[src/rtl/ternary_exec_monitor.sv]
// ternary_exec_monitor
//   Watches the ternary CPU program counter and controller state. Declares a
//   halt when the PC stays frozen for STALL_CYCLES consecutive fetch samples,
//   or a timeout after TIMEOUT_CYCLES run cycles, then converts the captured
//   balanced-ternary PC to a signed integer with a trit-serial Horner engine.
//
//   Trit codes: 2'b10 = -1, 2'b00 = 0, 2'b01 = +1, 2'b11 = non-legal.
//
// Ports
//   clock        system clock, rising edge
//   reset        asynchronous, active-low
//   start        single-cycle pulse, begins monitoring (from IDLE or FIN)
//   pc           CPU program counter, trit i at pc[2i+1:2i]
//   cpu_state    CPU controller state
//   busy         high in RUN or CONV
//   done         halt detected (sticky until start/reset)
//   timeout      run-cycle limit reached (sticky until start/reset)
//   pc_int       signed integer value of the PC snapshot
//   pc_int_valid pc_int is final
//   pc_invalid   snapshot contained a non-legal trit code
//   cycle_count  RUN cycles since start
//   instr_count  PC changes observed in RUN
//
// state | meaning
// IDLE  | waiting for the first start after reset
// RUN   | sampling pc/cpu_state, counting, looking for halt or timeout
// CONV  | Horner conversion of the snapshot, one trit per cycle, MS trit first
// FIN   | results held, start re-arms monitoring
module ternary_exec_monitor #(
   parameter int TRITS          = 9,
   parameter int STATE_W        = 3,
   parameter int FETCH_STATE    = 0,
   parameter int STALL_CYCLES   = 5,
   parameter int TIMEOUT_CYCLES = 1000,
   parameter int CNT_W          = 32,
   parameter int INT_W          = 16
) (
   input  logic                    clock,
   input  logic                    reset,
   input  logic                    start,
   input  logic [2*TRITS-1:0]      pc,
   input  logic [STATE_W-1:0]      cpu_state,
   output logic                    busy,
   output logic                    done,
   output logic                    timeout,
   output logic signed [INT_W-1:0] pc_int,
   output logic                    pc_int_valid,
   output logic                    pc_invalid,
   output logic [CNT_W-1:0]        cycle_count,
   output logic [CNT_W-1:0]        instr_count
);

   localparam int STALL_W = $clog2(STALL_CYCLES + 1);
   localparam int IDX_W   = (TRITS > 1) ? $clog2(TRITS) : 1;

   localparam logic [1:0] TRIT_NEG = 2'b10;
   localparam logic [1:0] TRIT_POS = 2'b01;
   localparam logic [1:0] TRIT_ZRO = 2'b00;

   typedef enum logic [1:0] {
      S_IDLE,
      S_RUN,
      S_CONV,
      S_FIN
   } state_t;

   state_t                    state, state_nxt;
   logic                      first;
   logic [2*TRITS-1:0]        prev_pc;
   logic [2*TRITS-1:0]        snap_pc;
   logic [STALL_W-1:0]        stall_cnt;
   logic [STALL_W-1:0]        stall_inc;
   logic [IDX_W-1:0]          trit_idx;
   logic signed [INT_W-1:0]   acc;
   logic signed [INT_W-1:0]   acc_nxt;
   logic signed [INT_W-1:0]   trit_val;
   logic [1:0]                trit_code;
   logic                      trit_bad;
   logic [CNT_W-1:0]          cycle_inc;
   logic                      pc_same;
   logic                      in_fetch;
   logic                      halt_hit;
   logic                      tmo_hit;

   always_comb begin
      cycle_inc = cycle_count + 1'b1;
      stall_inc = stall_cnt + 1'b1;
      pc_same   = (pc == prev_pc);
      in_fetch  = (cpu_state == STATE_W'(FETCH_STATE));
      halt_hit  = !first && pc_same && in_fetch && (stall_inc == STALL_W'(STALL_CYCLES));
      tmo_hit   = (cycle_inc == CNT_W'(TIMEOUT_CYCLES));

      trit_code = snap_pc[2*trit_idx +: 2];
      trit_bad  = 1'b0;
      trit_val  = '0;
      case (trit_code)
         TRIT_POS: trit_val = INT_W'(1);
         TRIT_NEG: trit_val = '1;
         TRIT_ZRO: trit_val = '0;
         default:  trit_bad = 1'b1;
      endcase
      acc_nxt = (acc <<< 1) + acc + trit_val;
   end

   always_comb begin
      state_nxt = state;
      case (state)
         S_IDLE, S_FIN: if (start) state_nxt = S_RUN;
         S_RUN:         if (halt_hit || tmo_hit) state_nxt = S_CONV;
         S_CONV:        if (trit_idx == '0) state_nxt = S_FIN;
         default:       state_nxt = S_IDLE;
      endcase
   end

   always_ff @(posedge clock or negedge reset) begin
      if (!reset) state <= S_IDLE;
      else        state <= state_nxt;
   end

   always_ff @(posedge clock or negedge reset) begin
      if (!reset) begin
         first        <= 1'b0;
         prev_pc      <= '0;
         snap_pc      <= '0;
         stall_cnt    <= '0;
         trit_idx     <= '0;
         acc          <= '0;
         done         <= 1'b0;
         timeout      <= 1'b0;
         pc_int       <= '0;
         pc_int_valid <= 1'b0;
         pc_invalid   <= 1'b0;
         cycle_count  <= '0;
         instr_count  <= '0;
      end else begin
         case (state)
            S_IDLE, S_FIN: begin
               if (start) begin
                  first        <= 1'b1;
                  stall_cnt    <= '0;
                  done         <= 1'b0;
                  timeout      <= 1'b0;
                  pc_int       <= '0;
                  pc_int_valid <= 1'b0;
                  pc_invalid   <= 1'b0;
                  cycle_count  <= '0;
                  instr_count  <= '0;
               end
            end
            S_RUN: begin
               cycle_count <= cycle_inc;
               if (first) begin
                  first   <= 1'b0;
                  prev_pc <= pc;
               end else if (!pc_same) begin
                  instr_count <= instr_count + 1'b1;
                  stall_cnt   <= '0;
                  prev_pc     <= pc;
               end else if (in_fetch) begin
                  stall_cnt <= stall_inc;
               end else begin
                  stall_cnt <= '0;
               end
               // halt has priority over a timeout landing on the same cycle
               if (halt_hit || tmo_hit) begin
                  done     <= halt_hit;
                  timeout  <= !halt_hit;
                  snap_pc  <= pc;
                  acc      <= '0;
                  trit_idx <= IDX_W'(TRITS - 1);
               end
            end
            S_CONV: begin
               acc <= acc_nxt;
               if (trit_bad) pc_invalid <= 1'b1;
               if (trit_idx == '0) begin
                  pc_int       <= acc_nxt;
                  pc_int_valid <= 1'b1;
               end else begin
                  trit_idx <= trit_idx - 1'b1;
               end
            end
            default: ;
         endcase
      end
   end

   assign busy = (state == S_RUN) || (state == S_CONV);

endmodule

[config.mk]
export PLATFORM = sky130hd
export DESIGN_NAME = ternary_exec_monitor
export DESIGN_NICKNAME = d
export VERILOG_FILES = /design/src/rtl/ternary_exec_monitor.sv
export SDC_FILE = /design/constraint.sdc
export NUM_CORES = 1
export LEC_CHECK = 0
export CORE_MARGIN = 2
export CORE_UTILIZATION = 57
export DETAILED_ROUTE_END_ITERATION = 10
export PLACE_DENSITY = 0.81
export SLEW_MARGIN = 25
export SYNTH_ARGS = -nofsm -noshare
export SYNTH_HDL_FRONTEND = slang
export SYNTH_SLANG_ARGS = --single-unit
[constraint.sdc]
create_clock -name clock -period 5.3 [get_ports clock]
set_input_delay 1.06 -clock clock [delete_from_list [all_inputs] [get_ports clock]]
set_output_delay 1.06 -clock clock [all_outputs]
set_load 0.05 [all_outputs]
; Word-level counts from Yosys, hierarchy flattened
; Cells that the tools add are included.
[op_classes]
eq_ne = 16
addsub = 6
reduce_logical = 27
n_shift = 1
muxes = 36
[op_table]
columns = operator, count
row1 = $pmux 32 s2, 2
row2 = $mux 32, 3
row3 = $pmux 16 s2, 3
row4 = $add 32x1->32 const B, 2
row5 = $mux 16, 3
row6 = $mux 18, 2
row7 = $add 16x16->16, 2
row8 = $eq 32x10->1 const B, 1
row9 = $eq 18x18->1, 1
row10 = $reduce_and 3->1, 6
row11 = $shiftx 18x6->2, 1
row12 = $ne 2x2->1 const B, 8
row13 = $mux 3, 4
row14 = $pmux 1 s2, 5
row15 = $mux 4, 2
row16 = $pmux 4 s2, 1
row17 = $reduce_and 2->1, 4
row18 = $eq 2x2->1 const B, 3
row19 = $mux 1, 6
row20 = $mux 2, 3
row21 = $pmux 2 s3, 1
row22 = $pmux 3 s2, 1
row23 = $reduce_bool 2->1, 3
row24 = $eq 2x1->1 const B, 2
row25 = 12 further kinds, 17
[word_totals]
out_inout_bits = 85
inputBits = 24
register_bits = 146

; Depth between registers and ports, before layout
; Gate-level depths: netlist of the first run.
[logic_depth]
depth_word = 7
mapped_depth = 17
mapped_depth_nobuf = 16

; Worst setup path after synthesis of the first run
; No wires, ideal clock.
[synth_timing]
path_kind = reg-to-reg
startpoint = reg trit_idx[0]
endpoint = reg acc[15]
slack_ns = 0.662
t_arrival_ns = 4.537
setup_time_ns = 0.101
stages_incl_launch_ff = 17
period_less_slack_ns = 4.638
cell_sequence = dfrtp_1 -> clkbuf_1 -> mux4_2 -> mux2i_1 -> o21a_1 -> ha_1 -> fa_1 -> ha_1 -> fa_1 -> a211oi_1 -> o21ai_0 -> a31oi_1 -> a21oi_1 -> a21o_1 -> a21oi_1 -> xnor2_1 -> o32ai_1
[synth_via]
elab_chain_cells = 5
word_cells_on_any_way = 6
[synth_lines]
columns = element, line
row1 = "start, declared", 73  ; logic [IDX_W-1:0] trit_idx;
row2 = "start signal, assigned", 170  ; trit_idx <= IDX_W'(TRITS - 1);
row3 = "start signal, assigned", 180  ; trit_idx <= trit_idx - 1'b1;
row4 = $shiftx 18x6->2 (*), 93  ; trit_code = snap_pc[2*trit_idx +: 2];
row5 = $eq 2x2->1 / $eq 2x1->1 (equally long branches), 96  ; case (trit_code)
row6 = $pmux 16 s2 (*), 96
row7 = $add 16x16->16 (*), 102  ; acc_nxt = (acc <<< 1) + acc + trit_val;
row8 = $pmux 16 s2 (*), 136  ; case (state)
row9 = "end signal, assigned", 174  ; acc <= acc_nxt;
row10 = "end, declared", 74  ; logic signed [INT_W-1:0] acc;
; Mark *: on every way between the ends. The rest lies on a longest branch, timed or not.
; A chain may end at the register's enable or synchronous reset.

; Final worst setup path of the first run
; Same ends and word-level chain as after synthesis.

==> metrics.md, run 1 <==
| Metric | Value |
|---|---|
| Initial core utilization | `roughly 60%` |
| CP startpoint | `trit_idx[0]` |
| Flops & latches, synth | `around 150` |
| Hpwl dp | `14300 um` |
| Fill count | `between 1000 and 1500` |
| Violation count after the first detailed-routing iteration | `726` |
| Ys Warns | `0` |
| Final min period | `4640 ps` |
| Multi-input logic area | `4810 sq um` |
| Final ANT Viol Nets | `0` |
| Vias | `approximately 7600` |
| Remaining DRCs | `0` |
| RSZ-0062 raised after global routing | `false` |
| Avg Synthesized Cell Area | `between 9 and 10 sq um` |
| Final hold vios | `0` |
| Setup Skew | `around 12 ps` |
| CP Capture Type | `flip-flop` |
| Core ar. | `~15000 sq um` |
| Crit path cell chain | `mux4_2 -> mux2i_1 -> o21a_1 -> ha_1 -> fa_1 -> ha_1 -> fa_1 -> a211oi_1 -> o21ai_0 -> a31oi_1 -> a21oi_1 -> a21o_1 -> a21oi_1 -> xnor2_1 -> o32ai_1` |
| Total grt overflow | `0` |
| Die height | `about 130 um` |
| Max-capacitance violation count | `0` |
| Reg2reg start | `trit_idx[0]` |
| Lkg Pwr | `0.00439 uW` |
| Critical path class | `reg -> reg` |
| Hold Crit Start | `pc_int[12]` |
| Area after DPL | `between 10000 and 15000 sq um` |
| Clock Latency Late Sink | `430 ps` |
| CTS root buf | `clkbuf_16` |
| Cts hold-fix bufs | `0` |
| Number of synthesized flops with an enable pin | `0` |
| CTS tree | `done` |
| Die ar. | `16600 sq um` |
| Post-CTS Repair Setup Buffers | `0` |
| Max frequency | `approximately 220 MHz` |
| CTS Buf Count | `17` |
| Post_cts resized | `0` |
| Max Fanout on Critical Path | `11` |
| Compound-Gate Fraction of Synth Area | `between 15 and 20%` |
| Row cnt | `45` |
| CP arrival | `a little under 5000 ps` |
| CP max stage delay | `a little under 600 ps` |
| Horiz. Die Dim | `around 130 um` |
| Top Family by Delay on Critical Path | `adder cells` |
| Detailed-route wire length | `about 21000 um` |
| Clock Sinks | `~150` |
| Final Setup Violations | `0` |
| CP Launch Type | `flip-flop` |
| Fin area | `between 10000 and 15000 sq um` |
| Final #Nets | `approximately 1100` |
| Slew of the pin with the lowest slew margin | `885 ps` |
| Post-Syn Area | `slightly below 9000 sq um` |
| Wirelength per Cell | `roughly 17 um` |
| Clock Path Buffers | `2` |
| Async SR Flop Fraction | `100%` |
| Status | `complete, no violations` |
| Power Density | `between 300 and 400 nW/um^2` |
| Adder-cell area share of the yosys netlist | `between 7 and 8%` |
| Area growth from synthesis to layout | `19.7%` |
| FF-to-FF path depth | `15` |
| Worst R2R End | `acc[15]` |
| Post-synthesis mux area share | `between 5 and 6%` |
| CP Buf/Inv Count | `0` |
| Yosys top cell area share | `about two fifths` |
| Vias in the first global route | `about 7200` |
| GP Congestion | `slightly below 0.9` |
| Required @ worst endpoint | `around 5600 ps` |
| Slowest CP cell | `dfrtp_1` |
| IO Port Bufs | `about 110` |
| Routed vias/inst | `a little over 6` |
| Ports | `109` |
| Fin Setup TNS | `0 ps` |
| # diodes | `0` |
| Worst hold stages | `2` |
| Net Count, Synth | `just over 1000` |
| Most used DFF post-synth | `dfrtp_1` |
| Final period utilization | `87.6%` |
| Largest net degree at the start of global routing | `112` |
| DR pass1 iterations | `5` |
| Dominant cells by area after synthesis | `dfrtp_1 41%, o21ai_0 5.1%, nand2_1 4.6%` |
| Slew HR | `about two fifths` |
| CTS HTree Levels | `4` |
| GRT Util Overall | `approximately a quarter` |
| Xor/xnor cell area share of the yosys netlist | `about 5.5%` |
| Area leader, netlist | `dfrtp_1` |
| Sequential Area | `about 3700 sq um` |
| Ratio of cells with drive above 1 in the final layout | `8.05%` |
| Slew Viols, Final | `0` |
| R2R Setup Slk | `660 ps` |
| Cells after Synth | `965` |
| Global-route wire length before repair | `35400 um` |
| Worst VDD drop | `0.285 mV` |
| Simple-Gate Fraction of Synth Area | `19.0%` |
| Main combinational cell family by area after synthesis | `simple AND/OR/NAND/NOR gates` |
| Post-synth cell types | `62` |
| Register area share after synthesis | `41.1%` |
| Hold worst-path end | `pc_int[12]` |
| Worst min-delay path class | `reg -> reg` |
| Clock-pin slew on the worst setup and hold paths | `around 60 ps` |
| Antenna violations before repair | `0` |
## cell families (layout without fill, tap and decap cells)
| family | count (synthesis) | in the layout |
|---|---|---|
| compound gates | 237 | 237 |
| xor+xnor | 56 | 56 |
| fa+ha+maj | 41 | 41 |
| buf+inv | 101 | 192 |
| flops | 146 | 146 |
| mux | 42 | 42 |
| simple gates | 342 | 342 |
## worst reg2reg max path, cell delays in order, from the launching register on
cell and delay [ps]:
dfrtp_1 590, mux4_2 560, mux2i_1 140, o21a_1 160
ha_1 430, fa_1 510, ha_1 260, fa_1 430
a211oi_1 300, o21ai_0 160, a31oi_1 200, a21oi_1 130
a21o_1 190, a21oi_1 170, xnor2_1 100, o32ai_1 210
## cells in the mapped netlist (3+ instances only)
cell type	number
xnor2_1	43
nor4_1	14
mux2i_1	13
o31a_1	3
buf_4	6
mux2_2	25
and2_1	4
ha_1	26
xor2_1	13
o31ai_1	11
a211oi_1	8
a2bb2oi_1	18
nand4_1	28
mux4_2	4
nand2_1	110
a31oi_1	10
fa_1	15
and3_1	8
nor3_1	25
o21a_1	5
o21ai_1	12
buf_2	14
clkbuf_1	37
and4_1	10
inv_1	41
a21oi_1	38
o21ai_0	90
nor2_1	69
nor2b_1	3
o2bb2ai_1	4
or3_1	20
a211o_1	3
or4_1	6
o22ai_1	4
o41ai_1	5
a21o_1	6
or2_2	3
dfrtp_1	146
nor3b_1	3
nand3_1	33
## where the power goes
group	leakage (uW)	internal [uW]	switching, uW
registers	0.00198	1230	122
clock network	0.000276	734	460
logic	0.00214	475	841
total	0.00439	2440	1420
## through the flow
step	total power [uW]	worst slack [ps]	utilization [%]	hold slack, ps	std cells
floorplan	2320	662	-	464	965
global placement	2640	804	66.1	461	1215
detailed placement	2680	652	66.1	469	1215
CTS	3880	665	69.9	483	1244
global route	4090	237	69.9	500	1244
finish	3860	657	69.9	473	1244
## registers in the layout, summed over array words and instances (netlist names), 2 cells and up
signal and flops:
prev_pc 18, cycle_count 32, instr_count 32, stall_cnt 3, state 2, pc_int 16
acc 16, trit_idx 4, snap_pc 18
## worst max path at each step
stage                             to  slack [ps]  depth (start not counted)
after floorplan              acc[15]         660                         16
after global placement       acc[15]         800                         15
after detailed placement  pc_int[14]         650                         14
after CTS                 pc_int[14]         670                         14
after global routing         acc[15]         240                         15
final                        acc[15]         660                         15
## cell usage in the layout (no fill, tap or decap), types with 13 or more instances in the layout
| cell type | Yosys | final |
|---|---|---|
| a21oi_1 | 38 | 38 |
| a2bb2oi_1 | 18 | 18 |
| buf_4 | 6 | 14 |
| clkbuf_16 | 0 | 17 |
| clkdlybuf4s50_1 | 0 | 107 |
| dfrtp_1 | 146 | 146 |
| fa_1 | 15 | 15 |
| ha_1 | 26 | 26 |
| inv_1 | 41 | 41 |
| mux2_2 | 25 | 25 |
| nand2_1 | 110 | 110 |
| nand3_1 | 33 | 33 |
| nand4_1 | 28 | 28 |
| nor2_1 | 69 | 69 |
| nor3_1 | 25 | 24 |
| nor4_1 | 14 | 14 |
| o21ai_0 | 90 | 89 |
| or3_1 | 20 | 20 |
| xnor2_1 | 43 | 43 |
| xor2_1 | 13 | 13 |
## per-layer routing
| metal | global-route usage (%) | wire [um] |
|---|---|---|
| met4 | 7.54 | 319 |
| met3 | 5.74 | 1070 |
| met5 | 0 | 0 |
| met1 | 36.0 | 9400 |
| met2 | 43.9 | 10600 |
## cell type report
| cell class | count | area share, % |
|---|---|---|
| multi-input cells | 718 | 45.3 |
| flip-flops and latches | 146 | 34.4 |
| repair buffers | 122 | 11.2 |
| clock buffers | 21 | 4.52 |
| well taps | 188 | 2.21 |
| inverters | 41 | 1.45 |
| clock inverters | 8 | 0.977 |
(Power assumes the default switching activity.)
==> run 2, diff against run 1 <==
CORE_UTILIZATION = 60   (was 57)
PLACE_DENSITY = 0.85   (was 0.81)
clock period = 5.8 ns   (was 5.3 ns; I/O delays follow)
==> metrics.md, run 2 (synthesis gave the netlist of run 1 again) <==
| Metric | Value |
|---|---|
| CTS Buf Count | `17 (unchanged)` |
| Global-route wire length before repair | `36400 um (was 35400 um)` |
| GRT Util Overall | `27.9% (was 26.7%)` |
| Remaining DRCs | `0 (unchanged)` |
| Sequential Area | `3650 sq um (unchanged)` |
| Crit path cell chain | `mux4_2 -> mux2i_1 -> o21a_1 -> ha_1 -> buf_4 -> fa_1 -> ha_1 -> and2_1 -> a31o_2 -> a31oi_1 -> a211oi_1 -> o21a_1 -> o311ai_0 -> o21ai_0 (was mux4_2 -> mux2i_1 -> o21a_1 -> ha_1 -> fa_1 -> ha_1 -> fa_1 -> a211oi_1 -> o21ai_0 -> a31oi_1 -> a21oi_1 -> a21o_1 -> a21oi_1 -> xnor2_1 -> o32ai_1)` |
| Layout Cells excl Fill | `1240 (was 1244)` |
| DP Worst Slack | `1190 ps (was 652 ps)` |
| Row cnt | `44 (was 45)` |
| Largest net degree at the start of global routing | `108 (was 112)` |
| Final min period | `4680 ps (was 4640 ps)` |
| Fill count | `1028 (was 1188)` |
| Slew Viols, Final | `0 (unchanged)` |
| Worst min-delay path class | `reg -> reg (unchanged)` |
| Slew of the pin with the lowest slew margin | `850 ps (was 885 ps)` |
| CTS HTree Levels | `4 (unchanged)` |
| Violation count after the first detailed-routing iteration | `632 (was 726)` |
| Top Family by Delay on Critical Path | `compound AO/OA/AOI/OAI gates (was adder cells)` |
| Most common cell after layout, fill and taps aside | `dfrtp_1 (unchanged)` |
| Detailed-route wire length | `21300 um (was 21400 um)` |
| Die ar. | `15800 sq um (was 16600 sq um)` |
| Cells after DPL | `1208 (was 1215)` |
| Clock Sinks | `146 (unchanged)` |
| Max-capacitance violation count | `0 (unchanged)` |
| Final Setup Violations | `0 (unchanged)` |
| Vias in the first global route | `7554 (was 7221)` |
| Final #Nets | `1108 (was 1111)` |
| Antenna violations before repair | `0 (unchanged)` |
| Final ANT Viol Nets | `0 (unchanged)` |
| Routed vias/inst | `6.20 (was 6.15)` |
| CTS tree | `done (unchanged)` |
| Lkg Pwr | `0.00443 uW (was 0.00439 uW)` |
| Regs by FF count | `cycle_count (32), instr_count (32) (unchanged)` |
| CP Launch Type | `flip-flop (unchanged)` |
| Setup Skew | `6.23 ps (was 12.2 ps)` |
| RSZ-0062 raised after global routing | `false (unchanged)` |
| Die height | `126 um (was 129 um)` |
| Max frequency | `214 MHz (was 215 MHz)` |
| Multi-input logic area | `4820 sq um (was 4810 sq um)` |
| Horiz. Die Dim | `126 um (was 129 um)` |
| Clock-pin slew on the worst setup and hold paths | `60 ps (about the same)` |
| Slew HR | `43.4% (was 41.0%)` |
| CP Capture Type | `flip-flop (unchanged)` |
| Clock Latency Late Sink | `430 ps (about the same)` |
| Final period utilization | `80.7% (was 87.6%)` |
| Area growth from synthesis to layout | `20.3% (was 19.7%)` |
| Cts hold-fix bufs | `0 (unchanged)` |
| Vias | `7693 (was 7647)` |
| Post_cts resized | `0 (unchanged)` |
| Core ar. | `14500 sq um (was 15200 sq um)` |
| Status | `complete, no violations (unchanged)` |
| Final hold vios | `0 (unchanged)` |
| DR pass1 iterations | `5 (unchanged)` |
| # diodes | `0 (unchanged)` |
| Wirelength per Cell | `17.2 um (about the same)` |
| Initial core utilization | `61.3% (was 58.4%)` |
| CP Buf/Inv Count | `1 (was 0)` |
| Worst VDD drop | `0.314 mV (was 0.285 mV)` |
| IO Port Bufs | `108 (unchanged)` |
| Critical path class | `reg -> reg (unchanged)` |
| Max Fanout on Critical Path | `11 (unchanged)` |
| CP max stage delay | `590 ps (about the same)` |
| Total grt overflow | `0 (unchanged)` |
| Slowest CP cell | `dfrtp_1 (unchanged)` |
| Clock Path Buffers | `2 (unchanged)` |
| Required @ worst endpoint | `6080 ps (was 5630 ps)` |
| Fin Setup TNS | `0 ps (unchanged)` |
| Final Util | `73.8% (was 69.9%)` |
| Most frequent cells in the layout | `146 x dfrtp_1, 110 x nand2_1, 107 x clkdlybuf4s50_1, 89 x o21ai_0, 69 x nor2_1 (unchanged)` |
| Post-CTS Repair Setup Buffers | `0 (unchanged)` |
| Post-route worst setup slack | `1120 ps (was 657 ps)` |
| Hpwl dp | `14100 um (was 14300 um)` |
| CP arrival | `4960 ps (was 4970 ps)` |
| Ratio of cells with drive above 1 in the final layout | `8.14% (was 8.05%)` |
| GP Congestion | `0.862 (was 0.889)` |
| Power Density | `342 nW/um^2 (was 363 nW/um^2)` |
| CTS root buf | `clkbuf_16 (unchanged)` |
| Ports | `109 (unchanged)` |
## run 2: changes by cell type in the layout (fill, tap and decap cells not counted)
cell / delta
clkinv_2: +3
a31oi_2: +1
clkinvlp_4: -4
buf_4: -3
bufinv_16: +3
clkinv_4: +2
inv_6: +1
clkbuf_8: -2
a31oi_1: -1
## run 2: where the power goes
group | total [uW] | internal (uW) | leakage (uW) | switching [uW]
Combinational | 1190 | 427 | 0.00212 | 765
Sequential | 1230 | 1130 | 0.00198 | 108
Clock | 1230 | 787 | 0.000327 | 441
Total | 3650 | 2340 | 0.00443 | 1310
## run 2: stage by stage
step                cell area, sq um  hold slack [ps]  power [uW]
floorplan                       8880              464        2120
global placement               10000              460        2400
detailed placement             10000              470        2420
CTS                            10700              483        3660
global route                   10700              521        3840
finish                         10700              476        3650
## run 2: area by class of cell
class	instances	area share [%]
clock buffers	19	4.24
multi-input cells	718	45.1
clock inverters	13	1.92
flip-flops and latches	146	34.2
inverters	41	1.44
repair buffers	119	10.9
well taps	184	2.15
## run 2: worst reg2reg max path, stage by stage, from the launching register on
cell	delay, ps
dfrtp_1	590
mux4_2	560
mux2i_1	150
o21a_1	160
ha_1	410
buf_4	290
fa_1	440
ha_1	370
and2_1	190
a31o_2	210
a31oi_1	280
a211oi_1	150
o21a_1	190
o311ai_0	400
o21ai_0	150
## run 2: worst paths after layout
path	from	endpoint	slack [ps]	cells after the start
worst max-delay path	trit_idx[0]	pc_int[14]	1120	14
worst min-delay path	pc_int[12]	pc_int[12]	480	2
worst max register to register	trit_idx[0]	pc_int[14]	1120	14
worst min register to register	pc_int[12]	pc_int[12]	480	2
max in group asynchronous	reset	cycle_count[24]	3880	2
min in group asynchronous	reset	pc_int[10]	850	1
## run 2: per-layer routing
layer  global-route usage [%]  vias up  part of all wire (%)
met2                     45.7      253                    49
met4                     9.67        0                   1.9
li1                         -     3624                     -
met5                        0        -                     0
met1                     37.5     3773                    43
met3                     5.31       43                   5.9
==> run 3, diff against run 2 <==
CORE_UTILIZATION = 57   (was 60)
PLACE_DENSITY = 0.81   (was 0.85)
clock period = 4.33 ns   (was 5.8 ns; I/O delays follow)
==> metrics.md, run 3 (synthesis gave the netlist of run 1 again) <==
| Metric | Value |
|---|---|
| Status | `complete, no violations (unchanged)` |
| CP Capture Type | `flip-flop (unchanged)` |
| Clock-pin slew on the worst setup and hold paths | `60 ps (about the same)` |
| Final ANT Viol Nets | `0 (unchanged)` |
| DR pass1 iterations | `6 (was 5)` |
| Lkg Pwr | `0.00447 uW (was 0.00443 uW)` |
| Gate power share | `34.6% (was 32.6%)` |
| Sequential Area | `3650 sq um (about the same)` |
| Routed vias/inst | `6.12 (was 6.20)` |
| Final #Nets | `1123 (was 1108)` |
| Clock Sinks | `146 (unchanged)` |
| Clock Latency Late Sink | `430 ps (about the same)` |
| Final Setup Violations | `0 (unchanged)` |
| Initial core utilization | `58.4% (was 61.3%)` |
| Most frequent cells in the layout | `145 x dfrtp_1, 110 x nand2_1, 107 x clkdlybuf4s50_1, 86 x o21ai_0, 69 x nor2_1 (was 146 x dfrtp_1, 110 x nand2_1, 107 x clkdlybuf4s50_1, 89 x o21ai_0, 69 x nor2_1)` |
| Critical path class | `reg -> reg (unchanged)` |
| Wirelength per Cell | `16.9 um (was 17.2 um)` |
| Die ar. | `16600 sq um (was 15800 sq um)` |
| CP Launch Type | `flip-flop (unchanged)` |
| Row cnt | `45 (was 44)` |
| Antenna violations before repair | `0 (unchanged)` |
| Core ar. | `15200 sq um (was 14500 sq um)` |
| Vias | `7694 (was 7693)` |
| CTS root buf | `clkbuf_16 (unchanged)` |
| Largest net degree at the start of global routing | `76 (was 108)` |
| Fill count | `1160 (was 1028)` |
| Ports | `109 (unchanged)` |
| Post-route worst setup slack | `191 ps (was 1120 ps)` |
| Final min period | `4140 ps (was 4680 ps)` |
| CP startpoint | `trit_idx[0] (unchanged)` |
| Total grt overflow | `0 (unchanged)` |
| Ratio of cells with drive above 1 in the final layout | `9.53% (was 8.14%)` |
| Multi-input logic area | `4860 sq um (was 4820 sq um)` |
| Horiz. Die Dim | `129 um (was 126 um)` |
| Hpwl dp | `14700 um (was 14100 um)` |
| Detailed-route wire length | `21300 um (about the same)` |
| Slew HR | `50.3% (was 43.4%)` |
| Final hold vios | `0 (unchanged)` |
| Flop pwr share | `34.2% (was 33.8%)` |
| Most common cell after layout, fill and taps aside | `dfrtp_1 (unchanged)` |
| Max frequency | `242 MHz (was 214 MHz)` |
| GP Congestion | `0.922 (was 0.862)` |
| Remaining DRCs | `0 (unchanged)` |
| Max Fanout on Critical Path | `5 (was 11)` |
| CTS tree | `done (unchanged)` |
| # diodes | `0 (unchanged)` |
| Regs by FF count | `cycle_count (32), instr_count (32) (unchanged)` |
| Clock Path Buffers | `2 (unchanged)` |
| CTS Buf Count | `17 (unchanged)` |
| Die height | `129 um (was 126 um)` |
| RSZ-0062 raised after global routing | `true (was false)` |
| CTS HTree Levels | `4 (unchanged)` |
| Vias in the first global route | `7338 (was 7554)` |
| Max-capacitance violation count | `0 (unchanged)` |
| Int Power | `3060 uW (was 2340 uW)` |
| DP Worst Slack | `-85.0 ps (was 1190 ps)` |
| Min Hold Slack | `456 ps (was 476 ps)` |
| Total Power | `4820 uW (was 3650 uW)` |
| GRT Util Overall | `26.6% (was 27.9%)` |
| Worst min-delay path class | `in -> async (was reg -> reg)` |
| Setup Skew | `11.9 ps (was 6.23 ps)` |
| IO Port Bufs | `108 (unchanged)` |
| Reg2reg start | `trit_idx[0] (unchanged)` |
| Cts hold-fix bufs | `0 (unchanged)` |
| Slew of the pin with the lowest slew margin | `739 ps (was 850 ps)` |
| Worst VDD drop | `0.395 mV (was 0.314 mV)` |
| Final Util | `71.1% (was 73.8%)` |
| Final period utilization | `95.6% (was 80.7%)` |
| Slew Viols, Final | `0 (unchanged)` |
| Net Sw Frac | `36.4% (was 36.0%)` |
| Switching pwr | `1760 uW (was 1310 uW)` |
| Required @ worst endpoint | `4640 ps (was 6080 ps)` |
| Global-route wire length before repair | `35600 um (was 36400 um)` |
| CP arrival | `4450 ps (was 4960 ps)` |
| Clock power frac | `31.2% (was 33.6%)` |
| Power Density | `446 nW/um^2 (was 342 nW/um^2)` |
| Area growth from synthesis to layout | `21.7% (was 20.3%)` |
| Violation count after the first detailed-routing iteration | `689 (was 632)` |
[run 3: through the flow]
| step | area, sq um | instances | setup TNS [ps] |
|---|---|---|---|
| after floorplan | 8890 | 965 | 0 |
| after global placement | 10100 | 1223 | 0 |
| after detailed placement | 10100 | 1223 | -138 |
| after CTS | 10700 | 1254 | 0 |
| after global routing | 10800 | 1258 | -52.3 |
| final | 10800 | 1258 | 0 |
[run 3: power groups by stage]
| stage | combinational, uW | sequential, uW | clock (uW) |
|---|---|---|---|
| floorplan | 1140 | 1700 | 0 |
| global placement | 1610 | 1660 | 0 |
| detailed placement | 1630 | 1670 | 0 |
| CTS | 1640 | 1650 | 1520 |
| global route | 1840 | 1670 | 1580 |
| finish | 1670 | 1650 | 1510 |
[run 3: routing by layer]
| layer | up-vias | part of all wire [%] | GRT usage (%) |
|---|---|---|---|
| li1 | 3659 | - | - |
| met1 | 3734 | 44 | 36.9 |
| met2 | 257 | 48 | 41.8 |
| met3 | 44 | 5.7 | 5.20 |
| met4 | 0 | 2.2 | 10.1 |
| met5 | - | 0 | 0 |
[run 3: area by class of cell]
type	instances	area share, %
Clock buffer	23	4.33
Clock inverter	8	1.19
Inverter	41	1.42
Multi-Input combinational cell	718	44.9
Sequential cell	146	33.8
Tap cell	188	2.18
Timing Repair Buffer	134	12.1
[run 3: path summary, 6_finish.rpt]
kind / slack [ps] / endpoint / depth (start not counted)
max: 190 / acc[15] / 15
min: 460 / pc_int[9] / 1
max reg2reg: 190 / acc[15] / 15
min reg2reg: 480 / pc_int[9] / 2
max in group asynchronous: 3050 / snap_pc[9] / 2
min in group clock: 480 / pc_int[9] / 2
[run 3: what timing repair did]
action	in CTS	in global routing
endpoints found under the setup margin	3	7
setup buffers	0	3
pin swaps	0	2
resized for setup	1	9
[run 3: critical path, stage by stage, from the launching register on]
cell	delay, ps
dfrtp_2	440
mux4_2	530
mux2i_1	140
o21a_1	220
ha_4	180
fa_1	410
ha_1	250
fa_2	380
a211oi_2	230
o21ai_1	140
a31oi_1	280
a21oi_2	110
a21o_1	200
a21oi_2	160
xnor2_1	100
o32ai_1	260
